### config.mk
export PLATFORM = sky130hd
export DESIGN_NAME = msu_multi_regs
export DESIGN_NICKNAME = d
export VERILOG_FILES = /design/src/rtl/msu_multi_regs.sv
export SDC_FILE = /design/constraint.sdc
export NUM_CORES = 1
export LEC_CHECK = 0
export ABC_CLOCK_PERIOD_IN_PS = 2790
export BUFFER_PORTS_ARGS = -buffer_cell sky130_fd_sc_hd__buf_2
export CAP_MARGIN = 20
export CORE_AREA = 8 8 155 157
export CTS_CLUSTER_SIZE = 12
export DETAILED_ROUTE_END_ITERATION = 16
export DIE_AREA = 0 0 163 165
export MAX_ROUTING_LAYER = met4
export PLACE_DENSITY = 0.72
export SYNTH_ARGS = -nofsm -noshare
export SYNTH_HDL_FRONTEND = slang
export SYNTH_SLANG_ARGS = --single-unit
### constraint.sdc
create_clock -name CLK -period 2.79 [get_ports CLK]
set_input_delay 0.4185 -clock CLK [delete_from_list [all_inputs] [get_ports CLK]]
set_output_delay 0.4185 -clock CLK [all_outputs]
set_load 0.05 [all_outputs]
### src/rtl/msu_multi_regs.sv
`default_nettype none
// ============================================================================
// msu_multi_regs : multi-channel MSU register front end with prefetching data port.
// Optional macro MSU_RESUME_EN adds per-channel audio_resume pulses.
// Revision: 1.0
// ============================================================================
module msu_multi_regs #(
    parameter logic [15:0] BASE_ADDR  = 16'h2000,
    parameter int          NUM_CH     = 2,
    parameter int          FIFO_DEPTH = 8,
    parameter logic [2:0]  REVISION   = 3'd2
) (
    input  logic                   CLK,
    input  logic                   RESET,
    input  logic                   ENABLE,
    input  logic                   RD_N,
    input  logic                   WR_N,
    input  logic [23:0]            ADDR,
    input  logic [7:0]             DIN,
    output logic [7:0]             DOUT,
    output logic                   MSU_SEL,
    output logic                   fetch_req,
    output logic [31:0]            fetch_addr,
    input  logic                   fetch_valid,
    input  logic [7:0]             fetch_data,
    output logic [16*NUM_CH-1:0]   track_out,
    output logic [NUM_CH-1:0]      track_request,
    output logic [8*NUM_CH-1:0]    volume_out,
    output logic [NUM_CH-1:0]      audio_play,
    output logic [NUM_CH-1:0]      audio_repeat,
`ifdef MSU_RESUME_EN
    output logic [NUM_CH-1:0]      audio_resume,
`endif
    input  logic [NUM_CH-1:0]      track_mounting,
    input  logic [NUM_CH-1:0]      track_missing_in,
    input  logic [NUM_CH-1:0]      audio_playing_in
);

    localparam int CH_W  = (NUM_CH > 1) ? $clog2(NUM_CH) : 1;
    localparam int PTR_W = $clog2(FIFO_DEPTH);
    localparam int CNT_W = PTR_W + 1;
    localparam logic [CNT_W-1:0] c_DEPTH = CNT_W'(FIFO_DEPTH);
`ifdef MSU_RESUME_EN
    localparam logic [2:0] c_REV_BITS = REVISION | 3'b100;
`else
    localparam logic [2:0] c_REV_BITS = REVISION;
`endif

    localparam logic [1:0] c_IDLE    = 2'd0;
    localparam logic [1:0] c_REQ     = 2'd1;
    localparam logic [1:0] c_DISCARD = 2'd2;

    // ---------------- bus strobe edge detection ----------------
    logic       rd_n_q, wr_n_q, rd_act_q, wr_act_q;
    logic [3:0] off_q;
    logic [7:0] din_q;
    logic [7:0] bank;

    assign bank    = ADDR[23:16];
    assign MSU_SEL = ENABLE
                   & ((bank <= 8'h3F) | ((bank >= 8'h80) & (bank <= 8'hBF)))
                   & (ADDR[15:4] == BASE_ADDR[15:4]);

    always_ff @(posedge CLK) begin
        if (RESET) begin
            rd_n_q   <= 1'b1;
            wr_n_q   <= 1'b1;
            rd_act_q <= 1'b0;
            wr_act_q <= 1'b0;
            off_q    <= 4'd0;
            din_q    <= 8'd0;
        end else begin
            rd_n_q   <= RD_N;
            wr_n_q   <= WR_N;
            rd_act_q <= rd_n_q & ~RD_N & MSU_SEL;
            wr_act_q <= wr_n_q & ~WR_N & MSU_SEL;
            if ((rd_n_q & ~RD_N) | (wr_n_q & ~WR_N)) begin
                off_q <= ADDR[3:0];
                din_q <= DIN;
            end
        end
    end

    logic seek_commit, wr_trk_hi, wr_vol, wr_ctrl;
    assign seek_commit = wr_act_q && (off_q == 4'd3);
    assign wr_trk_hi   = wr_act_q && (off_q == 4'd5);
    assign wr_vol      = wr_act_q && (off_q == 4'd6);
    assign wr_ctrl     = wr_act_q && (off_q == 4'd7);

    // ---------------- shared registers ----------------
    logic [31:0]     seek_q;
    logic [7:0]      trk_lo_q;
    logic [CH_W-1:0] chsel_q;
    logic [7:0]      chsel_mod;

    assign chsel_mod = din_q % 8'(NUM_CH);

    always_ff @(posedge CLK) begin
        if (RESET) begin
            seek_q   <= 32'd0;
            trk_lo_q <= 8'd0;
            chsel_q  <= '0;
        end else if (wr_act_q) begin
            case (off_q)
                4'd0: seek_q[7:0]   <= din_q;
                4'd1: seek_q[15:8]  <= din_q;
                4'd2: seek_q[23:16] <= din_q;
                4'd3: seek_q[31:24] <= din_q;
                4'd4: trk_lo_q      <= din_q;
                4'd8: chsel_q       <= chsel_mod[CH_W-1:0];
                default: ;
            endcase
        end
    end

    // ---------------- per-channel state ----------------
    logic [15:0]       track_q [NUM_CH];
    logic [7:0]        vol_q   [NUM_CH];
    logic [NUM_CH-1:0] play_q, rep_q, busy_q, miss_q, treq_q;
    logic [NUM_CH-1:0] mount_q, missin_q, playing_q;
`ifdef MSU_RESUME_EN
    logic [NUM_CH-1:0] resume_q;
`endif

    always_ff @(posedge CLK) begin
        if (RESET) begin
            for (int i = 0; i < NUM_CH; i++) begin
                track_q[i] <= 16'd0;
                vol_q[i]   <= 8'hFF;
            end
            play_q    <= '0;
            rep_q     <= '0;
            busy_q    <= '0;
            miss_q    <= '0;
            treq_q    <= '0;
            mount_q   <= '0;
            missin_q  <= '0;
            playing_q <= '0;
`ifdef MSU_RESUME_EN
            resume_q  <= '0;
`endif
        end else begin
            mount_q   <= track_mounting;
            missin_q  <= track_missing_in;
            playing_q <= audio_playing_in;
            treq_q    <= '0;
`ifdef MSU_RESUME_EN
            resume_q  <= '0;
`endif
            for (int i = 0; i < NUM_CH; i++) begin
                // Later assignments win: missing-rise over mount-fall, bus write over all.
                if (track_mounting[i] & ~mount_q[i])
                    busy_q[i] <= 1'b1;
                if (~track_mounting[i] & mount_q[i]) begin
                    busy_q[i] <= 1'b0;
                    miss_q[i] <= track_missing_in[i];
                end
                if (~audio_playing_in[i] & playing_q[i]) begin
                    play_q[i] <= 1'b0;
                    busy_q[i] <= 1'b0;
                end
                if (track_missing_in[i] & ~missin_q[i]) begin
                    miss_q[i] <= 1'b1;
                    busy_q[i] <= 1'b0;
                end
                if (CH_W'(i) == chsel_q) begin
                    if (wr_trk_hi) begin
                        track_q[i] <= {din_q, trk_lo_q};
                        treq_q[i]  <= 1'b1;
                        miss_q[i]  <= 1'b0;
                        vol_q[i]   <= 8'hFF;
                    end
                    if (wr_vol)
                        vol_q[i] <= din_q;
                    if (wr_ctrl && !busy_q[i]) begin
                        rep_q[i] <= din_q[1];
                        if (!miss_q[i]) begin
                            play_q[i] <= din_q[0];
`ifdef MSU_RESUME_EN
                            resume_q[i] <= din_q[0] & din_q[2];
`endif
                        end
                    end
                end
            end
        end
    end

    for (genvar g = 0; g < NUM_CH; g++) begin : g_ch_out
        assign track_out[16*g +: 16] = track_q[g];
        assign volume_out[8*g +: 8]  = vol_q[g];
    end

    assign track_request = treq_q;
    assign audio_play    = play_q;
    assign audio_repeat  = rep_q;
`ifdef MSU_RESUME_EN
    assign audio_resume  = resume_q;
`endif

    // ---------------- data prefetch FSM and FIFO ----------------
    logic [1:0]       state_q, state_d;
    logic [31:0]      fetch_addr_q;
    logic             data_busy_q, seeked_once_q;
    logic [CNT_W-1:0] count_q;
    logic [PTR_W-1:0] wptr_q, rptr_q;
    logic [7:0]       mem_q [FIFO_DEPTH];
    logic             push, pop;

    assign push = (state_q == c_REQ) && fetch_valid && !seek_commit;
    assign pop  = rd_act_q && (off_q == 4'd1) && (count_q != '0);

    always_ff @(posedge CLK) begin
        if (RESET)
            state_q <= c_IDLE;
        else
            state_q <= state_d;
    end

    always_comb begin
        state_d = state_q;
        if (seek_commit) begin
            // An unanswered old fetch must drain before the new address is issued.
            if ((state_q != c_IDLE) && !fetch_valid)
                state_d = c_DISCARD;
            else
                state_d = c_REQ;
        end else begin
            case (state_q)
                c_IDLE:    if (seeked_once_q && (count_q < c_DEPTH)) state_d = c_REQ;
                c_REQ:     if (fetch_valid) state_d = c_IDLE;
                c_DISCARD: if (fetch_valid) state_d = c_REQ;
                default:   state_d = c_IDLE;
            endcase
        end
    end

    always_comb begin
        fetch_req = (state_q == c_REQ);
    end

    assign fetch_addr = fetch_addr_q;

    always_ff @(posedge CLK) begin
        if (push)
            mem_q[wptr_q] <= fetch_data;
    end

    always_ff @(posedge CLK) begin
        if (RESET) begin
            fetch_addr_q  <= 32'd0;
            data_busy_q   <= 1'b0;
            seeked_once_q <= 1'b0;
            count_q       <= '0;
            wptr_q        <= '0;
            rptr_q        <= '0;
        end else if (seek_commit) begin
            fetch_addr_q  <= {din_q, seek_q[23:0]};
            data_busy_q   <= 1'b1;
            seeked_once_q <= 1'b1;
            count_q       <= '0;
            wptr_q        <= '0;
            rptr_q        <= '0;
        end else begin
            if (push) begin
                fetch_addr_q <= fetch_addr_q + 32'd1;
                data_busy_q  <= 1'b0;
                wptr_q       <= wptr_q + 1'b1;
            end
            if (pop)
                rptr_q <= rptr_q + 1'b1;
            if (push && !pop)
                count_q <= count_q + 1'b1;
            else if (pop && !push)
                count_q <= count_q - 1'b1;
        end
    end

    // ---------------- read data ----------------
    logic [7:0] dout_q;
    logic [7:0] status;

    assign status = {data_busy_q, busy_q[chsel_q], rep_q[chsel_q], play_q[chsel_q],
                     miss_q[chsel_q], c_REV_BITS};

    always_ff @(posedge CLK) begin
        if (RESET) begin
            dout_q <= 8'd0;
        end else if (rd_act_q) begin
            case (off_q)
                4'd0: dout_q <= status;
                4'd1: dout_q <= (count_q != '0) ? mem_q[rptr_q] : 8'h00;
                4'd2: dout_q <= 8'h53;
                4'd3: dout_q <= 8'h2D;
                4'd4: dout_q <= 8'h4D;
                4'd5: dout_q <= 8'h53;
                4'd6: dout_q <= 8'h55;
                4'd7: dout_q <= 8'h32;
                4'd8: dout_q <= 8'(chsel_q);
                default: ;
            endcase
        end
    end

    assign DOUT = dout_q;

endmodule
`default_nettype wire

==> results.md <==
- Status: finished clean
- Element type at the critical path start: register
- Post-CTS Setup Inserts: 0
- Sw Pwr: 0.00154 W
- Multi-input gate area: 0.00364 mm2
- Setup total negative slack: 0 ns
- Hold Path Class: primary input to register
- Post-route cell area: 0.0116 mm2
- RSZ-0062 raised after global routing: no
- WL per Instance: 17.6 um
- Total internal power: 0.00559 W
- Core Box Area: 0.0215 mm2
- Switching Share: 0.216
- Top cell type's share of synthesized area: 0.346
- Crit Path Class: register to register
- Hold Vio Cnt, Final: 0
- Register-to-Register Path Depth: 11
- Peak VDD IR: 0.000473 V
- Total of max-cap violations: 0
- Post-synthesis area per instance: 11.8 um2
- Synth Area in Compound Gates: 0.0671
- Cell Count, Final, Fillers Out: 1264
- Critical Path Sink Type: register
- Die height: 165 um
- Number of global-route vias before repair: 6527
- Power Density: 615 mW/mm2
- Final Critical Period: 2.49 ns
- Fmax: 401 MHz
- Adder-Cell Fraction of Synth Area: 0.00978
- H-tree depth: 1
- Critical Path AT: 2.94 ns
- Reg clk slew, reported paths: 0.06 ns
- Die W: 163 um
- Layout Utilization: 0.539
- Count leader, synth: dfxtp_1
- TritonCTS Buffers: 25
- Worst-path fanout max: 7
- Syn_nets: 880
- CTS sink count: 234
- DRT Pass-1 Iters: 4
- Post-detail-place hpwl: 15300 um
- Unique masters post-synth: 61
- Number of synthesized register bits: 234
- Via count: 6637
- Total Wirelength: 22300 um
- Register area: 0.00581 mm2
- Rel. slew slack: 0.451
- CP Data Required Time: 3.24 ns
- Clock skew: 0.0139 ns
- Synth-to-layout area growth: 19.2%
- Leak pwr: 4.38 nW
- Most used DFF post-synth: dfxtp_1
- Yosys warns: 0
- Post-synthesis mux area share: 0.0910
- Row cnt: 54
- Grt total ovfl: 0
- All-Layer GR Usage: 0.168
- EDFF count, synth: 112
- Largest family of logic cells by synthesized area: simple AND/OR/NAND/NOR gates
- Initial antenna violation count: 0
- Placed Cells: 1219
- Post-cts hold buffer count: 0
- Post-cts sizing count: 0
- Clk Latency, worst-skew pair: 0.52 ns
- Sequential power share: 0.517
- Synth Instances: 821
- RePlAce Congestion: 0.790
- Drt via density: 5.25
- Share of cells above drive strength 1: 0.273
- Post-synth ARST share: 0
- Final net count: 1025
- CTS tree: done
- Hold Crit Depth: 2
- Combinational fraction of design power: 0.043
- DR iter-0 viols: 402
- Cell area after technology mapping: 0.00972 mm2
- First-pass GRT wire length: 35200 um
- Routed Antenna Nets: 0
- Clk root buf: clkbuf_16
- IO Count: 148
- Fill count: 1877
- Remaining DRCs: 0
- R2R setup slack: 0.30 ns
- Worst Tran Pin Value: 0.816 ns
- Clock power share: 0.440
- XOR/XNOR Fraction of Synth Area: 0.0306
- DP Area: 0.0108 mm2
- Final Max Slew Viols: 0
- Post-synthesis simple-gate area fraction: 0.175
- Deepest clock path buffer count: 3
- Initial Util: 0.452
- Largest net degree at the start of global routing: 62
- Most frequent cells after synthesis: dfxtp_1 (122), edfxtp_1 (112), nor2_1 (103)
- Antenna diodes: 0
- Synth top area cells: edfxtp_1 (35%), dfxtp_1 (25%), mux2i_1 (5.0%)
- Total die area: 0.0269 mm2
- Setup violations, final: 0
- Seq/Total Area, Yosys: 0.597
- Period Utilization, post-route: 0.894
- Synth area leader: edfxtp_1
- Port bufs: 140
==> metal layers <==
metal,up-vias,global-route usage,part of all wire
li1,3249,-,-
met1,3195,0.206,0.44
met2,167,0.285,0.49
met3,26,0.0334,0.062
met4,0,0.0350,0.016
met5,-,-,0
==> stage by stage <==
step	setup slack [ns]	power [W]	hold WS [ns]
finish	0.297	0.00713	0.114
global route	0.0659	0.00737	0.0884
CTS	0.287	0.00721	0.0898
detailed placement	0.296	0.00406	0.446
global placement	0.317	0.00406	0.444
floorplan	0.0809	0.00393	0.421
==> cells in the final DEF (no fill, tap or decap), types with 7 or more instances in the layout <==
cell type  Yosys  final
buf_2         11    139
dfxtp_1      122    122
edfxtp_1     112    112
nor2_1       103    103
mux2i_1       49     49
nand2_1       41     41
buf_4          2     31
a21oi_1       30     30
xnor2_1       26     26
a211oi_1      25     25
clkbuf_16      0     25
nand3_1       24     23
and2_1        20     20
nor2b_1       19     18
or2_2         18     18
inv_1         15     15
mux4_2        15     15
nor3_1        13     13
o21ai_0       12     12
nand2b_1      10     10
a311oi_1       9      9
clkbuf_1      36      9
nor4_1         8      8
nor4_2         8      8
or3_1          8      8
xor2_1         8      8
nor3_2         7      7
==> registers in the layout, summed over array words and instances (netlist names), 3 cells and up, named ones only <==
signal	count
off_q	4
mem_q	64
rptr_q	3
track_q	32
vol_q	16
wptr_q	3
DOUT	8
trk_lo_q	8
fetch_addr	32
seek_q	24
din_q	8
count_q	4
==> power by group through the flow <==
stage                     Sequential (W)  Clock (W)  Combinational [W]
after floorplan                  0.00378          0           0.000152
after global placement           0.00375          0           0.000304
after detailed placement         0.00375          0           0.000308
after CTS                        0.00368    0.00321           0.000309
after global routing             0.00368    0.00336           0.000332
final                            0.00368    0.00314           0.000307
==> final timing paths <==
kind	from	endpoint
worst max-delay path	state_q[0]	count_q[3]
worst min-delay path	RD_N	rd_act_q
worst max register to register	state_q[0]	count_q[3]
worst min register to register	seek_q[1]	seek_q[1]
==> critical path, stage by stage (launching register included) <==
cell and delay (ns):
dfxtp_1 0.44, nor2b_2 0.21, nand2_1 0.16, nor2_1 0.18, ha_1 0.20, inv_1 0.09
ha_1 0.28, a21o_1 0.17, a21oi_1 0.16, xnor2_1 0.09, or3_1 0.30, a21oi_1 0.14
==> cell families (layout without fill, tap and decap cells) <==
| group | after synthesis | after routing |
|---|---|---|
| and+or+nand+nor | 310 | 310 |
| xor gates and xnor gates | 34 | 34 |
| adders and majority gates | 7 | 7 |
| muxes | 69 | 69 |
| DFF | 234 | 234 |
| buffers and inverters | 68 | 231 |
| AOI/OAI and AO/OA | 99 | 99 |
==> layout make-up <==
type                    instances  share of cell area
flip-flops and latches        234               0.501
well taps                     280              0.0302
clock inverters                 7             0.00615
inverters                      15             0.00486
repair buffers                171              0.0818
multi-input cells             519               0.314
clock buffers                  38              0.0616
No activity file was read; power rests on OpenSTA's default activity.
